`src/rtl/cska_sub16_seq_pkg.sv`:
```
// Shared types and constants for the sequential 16-bit carry-skip subtractor.
// Holds the FSM encoding, datapath widths and the saturation limits.
package cska_sub16_seq_pkg;

    localparam int DATA_W  = 16;
    localparam int GROUP_W = 4;
    localparam int NGROUPS = DATA_W / GROUP_W;

    localparam logic [DATA_W-1:0] SAT_MAX = 16'h7FFF;
    localparam logic [DATA_W-1:0] SAT_MIN = 16'h8000;

    typedef enum logic [1:0] {
        IDLE = 2'd0,
        CALC = 2'd1,
        DONE = 2'd2
    } state_e;

    // Signed overflow of a - b: operands differ in sign and the result sign left a's.
    function automatic logic signed_ovf(input logic a_msb, input logic b_msb, input logic d_msb);
        return (a_msb != b_msb) && (d_msb != a_msb);
    endfunction

endpackage

```
`src/rtl/cska_sub16_seq_group4.sv`:
```
// One 4-bit carry-skip group: ripple adder whose carry-out is bypassed by
// the carry-in when every bit position propagates.
module cska_group4 (
    input  logic [3:0] a,
    input  logic [3:0] b,
    input  logic       ci,
    output logic [3:0] s,
    output logic       co
);

    logic [3:0] p;
    logic [3:0] g;
    logic [4:0] c;

    assign p = a ^ b;
    assign g = a & b;

    always_comb begin
        c    = '0;
        s    = '0;
        c[0] = ci;
        for (int i = 0; i < 4; i++) begin
            c[i+1] = g[i] | (p[i] & c[i]);
            s[i]   = p[i] ^ c[i];
        end
    end

    assign co = (&p) ? ci : c[4];

endmodule

```
`src/rtl/cska_sub16_seq.sv`:
```
// Sequential 16-bit subtractor: Diff = A - B - Bin, one 4-bit carry-skip group
// reused over four cycles, LSB nibble first. Optional macro SUB_SAT_EN clamps Diff on overflow.
module cska_sub16_seq
    import cska_sub16_seq_pkg::*;
#(
    parameter int GROUP_W = 4
) (
    input  logic              clk,
    input  logic              rst_n,
    input  logic              in_valid,
    output logic              in_ready,
    input  logic [DATA_W-1:0] A,
    input  logic [DATA_W-1:0] B,
    input  logic              Bin,
    output logic              out_valid,
    input  logic              out_ready,
    output logic [DATA_W-1:0] Diff,
    output logic              Bout,
    output logic              Ovf
);

    localparam int        K_W    = $clog2(DATA_W / GROUP_W);
    localparam logic [K_W-1:0] K_LAST = K_W'(DATA_W / GROUP_W - 1);

    state_e              state_q, state_d;
    logic [K_W-1:0]      k_q, k_d;
    logic [DATA_W-1:0]   a_q, a_d;
    logic [DATA_W-1:0]   bn_q, bn_d;
    logic                c_q, c_d;
    logic [DATA_W-1:0]   diff_q, diff_d;
    logic                bout_q, bout_d;
    logic                ovf_q, ovf_d;

    logic [GROUP_W-1:0]  grp_a;
    logic [GROUP_W-1:0]  grp_b;
    logic [GROUP_W-1:0]  grp_s;
    logic                grp_co;

`ifdef SUB_SAT_EN
    function automatic logic [DATA_W-1:0] saturate(input logic [DATA_W-1:0] d,
                                                    input logic ovf,
                                                    input logic a_msb);
        if (ovf) return a_msb ? SAT_MIN : SAT_MAX;
        return d;
    endfunction
`endif

    assign grp_a = a_q[int'(k_q) * GROUP_W +: GROUP_W];
    assign grp_b = bn_q[int'(k_q) * GROUP_W +: GROUP_W];

    cska_group4 u_group (
        .a  (grp_a),
        .b  (grp_b),
        .ci (c_q),
        .s  (grp_s),
        .co (grp_co)
    );

    // Subtraction is A + ~B + ~Bin, so the inverted subtrahend and borrow are latched.
    always_comb begin
        state_d = state_q;
        k_d     = k_q;
        a_d     = a_q;
        bn_d    = bn_q;
        c_d     = c_q;
        diff_d  = diff_q;
        bout_d  = bout_q;
        ovf_d   = ovf_q;
        unique case (state_q)
            IDLE: begin
                if (in_valid) begin
                    a_d     = A;
                    bn_d    = ~B;
                    c_d     = ~Bin;
                    k_d     = '0;
                    state_d = CALC;
                end
            end
            CALC: begin
                diff_d[int'(k_q) * GROUP_W +: GROUP_W] = grp_s;
                c_d = grp_co;
                k_d = k_q + K_W'(1);
                if (k_q == K_LAST) begin
                    bout_d  = ~grp_co;
                    ovf_d   = signed_ovf(a_q[DATA_W-1], ~bn_q[DATA_W-1], grp_s[GROUP_W-1]);
`ifdef SUB_SAT_EN
                    diff_d  = saturate(diff_d, ovf_d, a_q[DATA_W-1]);
`endif
                    state_d = DONE;
                end
            end
            DONE: begin
                if (out_ready) state_d = IDLE;
            end
            default: state_d = IDLE;
        endcase
    end

    always_ff @(posedge clk or negedge rst_n) begin
        if (!rst_n) begin
            state_q <= IDLE;
            k_q     <= '0;
            a_q     <= '0;
            bn_q    <= '0;
            c_q     <= 1'b0;
            diff_q  <= '0;
            bout_q  <= 1'b0;
            ovf_q   <= 1'b0;
        end else begin
            state_q <= state_d;
            k_q     <= k_d;
            a_q     <= a_d;
            bn_q    <= bn_d;
            c_q     <= c_d;
            diff_q  <= diff_d;
            bout_q  <= bout_d;
            ovf_q   <= ovf_d;
        end
    end

    assign in_ready  = (state_q == IDLE);
    assign out_valid = (state_q == DONE);
    assign Diff      = diff_q;
    assign Bout      = bout_q;
    assign Ovf       = ovf_q;

endmodule

```
`config.mk`:
```
export PLATFORM = sky130hd
export DESIGN_NAME = cska_sub16_seq
export DESIGN_NICKNAME = d
export VERILOG_FILES = /design/src/rtl/cska_sub16_seq_pkg.sv /design/src/rtl/cska_sub16_seq_group4.sv /design/src/rtl/cska_sub16_seq.sv
export SDC_FILE = /design/constraint.sdc
export NUM_CORES = 1
export LEC_CHECK = 0
export CORE_ASPECT_RATIO = 0.75
export CORE_MARGIN = 2
export CORE_UTILIZATION = 60
export DETAILED_ROUTE_END_ITERATION = 6
export DONT_BUFFER_PORTS = 1
export PLACE_DENSITY = 0.76
export SYNTH_ARGS = -nofsm -noshare
export SYNTH_HDL_FRONTEND = slang
export SYNTH_HIERARCHICAL = 1
export SYNTH_SLANG_ARGS = --single-unit
export TNS_END_PERCENT = 10
```
`constraint.sdc`:
```
create_clock -name clk -period 3.8 [get_ports clk]
set_input_delay 0.76 -clock clk [delete_from_list [all_inputs] [get_ports clk]]
set_output_delay 0.76 -clock clk [all_outputs]
set_load 0.005 [all_outputs]
```
==> results of run 1 <==
[routing by layer]
metal / vias to the layer above / GRT usage [%] / share of wire [%]
li1: 690 / - / -
met1: 784 / 31.6 / 45
met2: 62 / 33.3 / 47
met3: 3 / 7.92 / 7.8
met4: 0 / 6.78 / 0.53
met5: - / 0 / 0
[layout by cell type (no fill, tap or decap), types with 3 or more instances in the layout]
master     n
mux4_2     8
dfrtp_1   55
nand3b_1   3
nor2_1     3
fa_1       4
inv_1     12
mux2_4    14
nand2_1   22
o21ai_0   21
ha_1       9
nor4b_2    3
a22o_1    16
clkbuf_8   5
[cell usage after synthesis, types with 2 or more instances]
master | instances | area share (%)
fa_1 | 4 | 3.1
nor4b_2 | 3 | 1.7
buf_6 | 3 | 1.3
o21ai_0 | 21 | 4.0
mux4_2 | 8 | 6.9
nand3_1 | 2 | 0.38
nand2_1 | 22 | 3.2
ha_1 | 9 | 4.3
nand2b_1 | 2 | 0.48
a22o_1 | 16 | 5.4
nand3b_1 | 3 | 0.86
mux2_2 | 2 | 0.86
nor2_1 | 3 | 0.43
mux2_4 | 14 | 8.1
dfrtp_1 | 55 | 53
inv_1 | 12 | 1.7
clkbuf_1 | 4 | 0.58
[worst min path at each step]
| stage | start | endpoint | slack (ps) |
|---|---|---|---|
| global placement | bn_q[10] | bn_q[10] | 460 |
| CTS | rst_n | k_q[1] | 130 |
| detailed placement | rst_n | bn_q[4] | 470 |
| floorplan | bn_q[10] | bn_q[10] | 440 |
| global route | rst_n | k_q[1] | 110 |
| finish | rst_n | k_q[1] | 130 |
[critical path, stage by stage, from the launching register on]
cell	delay, ps
dfrtp_1	470
buf_4	280
mux4_2	580
fa_1	450
fa_1	360
inv_1	70
fa_1	400
inv_1	170
and3b_1	200
a21oi_1	110
o21ai_0	100
[state kept, by name, indices dropped and copies added, names as in the netlist]
register	count
c_q	1
bn_q	16
state_q	2
Diff	16
a_q	16
Bout	1
Ovf	1
k_q	2
[cells by family after synthesis]
group,count (synthesis),synth area share (%)
DFF,55,52.8
buffers and inverters,20,3.79
AOI/OAI and AO/OA,40,10.2
adders and majority gates,13,7.39
muxes,25,16.2
and+or+nand+nor,42,9.69
[power by group through the flow]
stage                     Sequential, mW  Combinational (mW)  Clock, mW
after CTS                           1.05                1.38      0.378
after floorplan                    0.980                1.10          0
after global placement              1.05                1.29          0
final                               1.04                1.38      0.371
after detailed placement            1.06                1.37          0
after global routing                1.08                1.53      0.410
[stage by stage]
stage	cells	hold WS [ps]
detailed placement	244	465
finish	251	132
global route	251	114
global placement	244	464
floorplan	195	445
CTS	251	127
[layout make-up]
class,count,area (sq um)
flip-flops and latches,55,1380
fillers,307,1360
multi-input cells,120,1130
clock buffers,5,68.8
well taps,55,68.8
inverters,12,45.0
clock inverters,2,37.5
repair buffers,2,15.0
==> impl_metrics.env, run 1 <==
export IMPL_die_area_sq_um=4900
export IMPL_wl_mm=4.91
export IMPL_numCtsBuffers=5
export IMPL_setup_worst_path_start="k_q[0]"
export IMPL_regToRegSetupSlack_ps=480
export IMPL_fin_crit_ps=3320
export IMPL_clock_sinks=55
export IMPL_gp_congestion=0.775
export IMPL_dr_pass1_iters=4
export IMPL_crit_type="reg -> reg"
export IMPL_ys_types=29
export IMPL_avgViaCountPerCell=6.13
export IMPL_via_count=1539
export IMPL_synth_edf_count=0
export IMPL_drc=0
export IMPL_diodes=0
export IMPL_p_sw_mw=1.12
export IMPL_grt_ovfl_total=0
export IMPL_ctsResizeCount=0
export IMPL_final_cell_area_sq_um=2750
export IMPL_drv_slew=0
export IMPL_status="finished, final reports clean"
export IMPL_start_kind="flip-flop"
export IMPL_pwr_density_cell_nw_per_um2=1020
export IMPL_synthToLayoutAreaGrowth_pct=5.23
export IMPL_reg2reg_to="Ovf"
export IMPL_initial_utilization_pct=63.6
export IMPL_placed_area_sq_um=2640
export IMPL_yosys_warnings=6
export IMPL_coreArea_sq_um=4100
export IMPL_clk_latency_ps=310
export IMPL_post_cts_buffers=0
export IMPL_die_w_um=80.1
export IMPL_max_freq_ghz=0.301
export IMPL_critical_path_arrival_ps=3500
export IMPL_drt_iter0_drc=173
export IMPL_swShare_pct=40.2
export IMPL_netlist_instances=195
export IMPL_syn_area_sq_um=2610
export IMPL_tns_ps=0
export IMPL_synthArstFlopShare_pct=100
export IMPL_syn_num_nets=245
export IMPL_min_path_type="in -> async"
export IMPL_root_buffer="clkbuf_8"
export IMPL_drive_gt1_share_pct=19.9
export IMPL_worst_pin_slew_ps=1140
export IMPL_ys_ff_latch=55
export IMPL_drv_cap=0
export IMPL_synth_area_per_cell_sq_um=13.4
export IMPL_synth_ff_type="dfrtp_1"
export IMPL_worst_path_max_fanout=13
export IMPL_period_share_pct=87.4
export IMPL_antenna_found_initial=0
export IMPL_utilization_pct=66.9
export IMPL_dpl_hpwl_mm=3.63
export IMPL_clk_pin_slew_ps=100
export IMPL_p_leak_nw=1.29
export IMPL_seq_power_share_pct=37.3
export IMPL_power_mw=2.79
export IMPL_ir_drop_mv=0.440
export IMPL_worstSetupEndpointType="flip-flop"
export IMPL_cts_tree="done"
export IMPL_pwr_share_comb_pct=49.4
export IMPL_r2r_start="k_q[0]"
export IMPL_setup_viol=0
export IMPL_cp_data_required_time_ps=3980
export IMPL_rsz0062_at_grt="no"
export IMPL_htree_levels=2
export IMPL_die_h_um=61.1
export IMPL_nets=246
export IMPL_setup_ws_ps=480
export IMPL_clk_path_buf_depth=2
export IMPL_pin_count=57
export IMPL_place_ws_ps=468
export IMPL_ys_seq_area_share_pct=52.8
export IMPL_p_int_mw=1.67
export IMPL_rr_worst_depth=10
export IMPL_grt_pass1_vias=1583
export IMPL_hold_viol_final=0
export IMPL_rows=20
export IMPL_avgRoutedWirePerCell_um=19.5
export IMPL_skew_ps=13.2
export IMPL_crit_end="Ovf"
export IMPL_ant_nets=0
export IMPL_grt_pass1_wl_mm=8.13
export IMPL_gr_usage_all_layers_pct=22.3
export IMPL_timing_slew_headroom_pct=24.3
export IMPL_clkPwrFrac_pct=13.3
export IMPL_grt_max_degree=56
export IMPL_portBuffers=0
export IMPL_hold_buffers=0
Note: power is estimated with default switching activity, not from simulation.
==> inputs of run 2 (changes only) <==
- CORE_UTILIZATION: 60 -> 45
- PLACE_DENSITY: 0.76 -> unset
==> run 2 against run 1 <==
  * Via count fell by 3.2%
  * Combinational power is essentially flat
  * Cell count grew 8.4%
  * Sequential power about the same
  * Routed wire length is 6.0% higher
  * Critical path depth is the same
  * Setup slack better by 33 ps
  * Clock power increased by 21%
  * Total power rose by 3.8%
  * Clock skew down 5.5 ps
  * Largest cell class unchanged
==> impl_metrics.env, run 2 (synthesis gave the netlist of run 1 again) <==
export IMPL_status="finished, final reports clean"
export IMPL_worst_path_max_fanout=14
export IMPL_tns_ps=0
export IMPL_coreArea_sq_um=5470
export IMPL_drive_gt1_share_pct=20.3
export IMPL_seq_power_share_pct=35.9
export IMPL_setup_ws_ps=513
export IMPL_skew_ps=7.75
export IMPL_fin_hold_ws_ps=142
export IMPL_final_cell_area_sq_um=2800
export IMPL_rows=23
export IMPL_min_path_type="in -> async"
export IMPL_drc=0
export IMPL_ant_nets=0
export IMPL_slowest_stage="mux4_2"
export IMPL_swShare_pct=39.5
export IMPL_placed_area_sq_um=2660
export IMPL_drv_slew=0
export IMPL_critical_path_arrival_ps=3470
export IMPL_grt_max_degree=56
export IMPL_mostFrequentLayoutCells="55 x dfrtp_1, 22 x nand2_1, 21 x o21ai_0"
export IMPL_utilization_pct=51.2
export IMPL_dpl_hpwl_mm=3.92
export IMPL_clkPwrFrac_pct=15.5
export IMPL_gp_congestion=0.821
export IMPL_drv_cap=0
export IMPL_rsz0062_at_grt="no"
export IMPL_clock_sinks=55
export IMPL_die_area_sq_um=6430
export IMPL_worst_pin_slew_ps=1120
export IMPL_clk_pin_slew_ps=100
export IMPL_grt_pass1_vias=1590
export IMPL_hold_buffers=0
export IMPL_via_count=1490
export IMPL_wl_mm=5.20
export IMPL_ctsResizeCount=0
export IMPL_hold_viol_final=0
export IMPL_grt_ovfl_total=0
export IMPL_clk_latency_ps=300
export IMPL_final_common_cell="dfrtp_1"
export IMPL_path_buf_inv=3
export IMPL_grt_pass1_wl_mm=8.86
export IMPL_avgRoutedWirePerCell_um=19.1
export IMPL_cp_data_required_time_ps=3980
export IMPL_p_sw_mw=1.14
export IMPL_htree_levels=2
export IMPL_start_kind="flip-flop"
export IMPL_worstSetupEndpointType="flip-flop"
export IMPL_setup_viol=0
export IMPL_post_cts_buffers=0
export IMPL_pin_count=57
export IMPL_cpPeakStageDelay_ps=580
export IMPL_initial_utilization_pct=47.7
export IMPL_timing_slew_headroom_pct=25.1
export IMPL_diodes=0
export IMPL_period_share_pct=86.5
export IMPL_portBuffers=0
export IMPL_drt_iter0_drc=47
export IMPL_fin_crit_ps=3290
export IMPL_nFillCells=484
export IMPL_root_buffer="clkbuf_8"
export IMPL_die_h_um=69.9
export IMPL_max_freq_ghz=0.304
export IMPL_clk_path_buf_depth=2
export IMPL_gr_usage_all_layers_pct=17.9
export IMPL_critPathTopFamily="adder cells"
export IMPL_p_int_mw=1.76
export IMPL_pwr_share_comb_pct=48.6
export IMPL_place_ws_ps=500
export IMPL_cts_tree="done"
export IMPL_p_leak_nw=1.31
export IMPL_crit_top_cell="fa_1"
export IMPL_ir_drop_mv=0.398
export IMPL_crit_type="reg -> reg"
export IMPL_path_cells="buf_4 > mux4_2 > fa_1 > fa_1 > inv_1 > fa_1 > inv_1 > and3b_1 > a21oi_1 > o21ai_0"
export IMPL_numCtsBuffers=5
export IMPL_avgViaCountPerCell=5.48
export IMPL_antenna_found_initial=0
export IMPL_dr_pass1_iters=4
export IMPL_pwr_density_cell_nw_per_um2=1040
export IMPL_synthToLayoutAreaGrowth_pct=7.34
export IMPL_nets=246
export IMPL_die_w_um=91.9
-- run 2: area by class of cell --
| type | count | area, sq um | area share, % |
|---|---|---|---|
| clock inverters | 3 | 67.6 | 2.41 |
| flip-flops and latches | 55 | 1380 | 49.2 |
| clock buffers | 5 | 68.8 | 2.46 |
| multi-input cells | 120 | 1130 | 40.5 |
| inverters | 12 | 45.0 | 1.61 |
| repair buffers | 2 | 15.0 | 0.536 |
| well taps | 75 | 93.8 | 3.35 |
-- run 2: worst paths after layout --
check / cells past startpoint / endpoint / slack [ps] / start
max in group asynchronous: 0 / state_q[0] / 3560 / rst_n
max: 10 / Ovf / 510 / k_q[0]
min: 0 / bn_q[11] / 140 / rst_n
max reg2reg: 10 / Ovf / 510 / k_q[0]
min in group clk: 2 / bn_q[11] / 480 / bn_q[11]
min reg2reg: 2 / bn_q[11] / 480 / bn_q[11]
-- run 2: routing by layer --
metal | global-route usage, % | wire length, um | vias up
met5 | 0 | 0 | -
met3 | 5.50 | 323 | 2
met2 | 27.0 | 2440 | 45
met4 | 3.98 | 23 | 0
li1 | - | - | 687
met1 | 25.4 | 2420 | 756
-- run 2: stage by stage --
step                total power [mW]  cells
CTS                             2.92    272
global route                    3.15    272
floorplan                       2.08    195
global placement                2.38    264
finish                          2.90    272
detailed placement              2.47    264
-- run 2: power by group through the flow --
stage / Sequential (mW) / Clock [mW] / Combinational (mW)
after CTS: 1.05 / 0.458 / 1.42
after detailed placement: 1.06 / 0 / 1.41
after global routing: 1.08 / 0.487 / 1.58
after global placement: 1.06 / 0 / 1.32
after floorplan: 0.980 / 0 / 1.10
final: 1.04 / 0.450 / 1.41
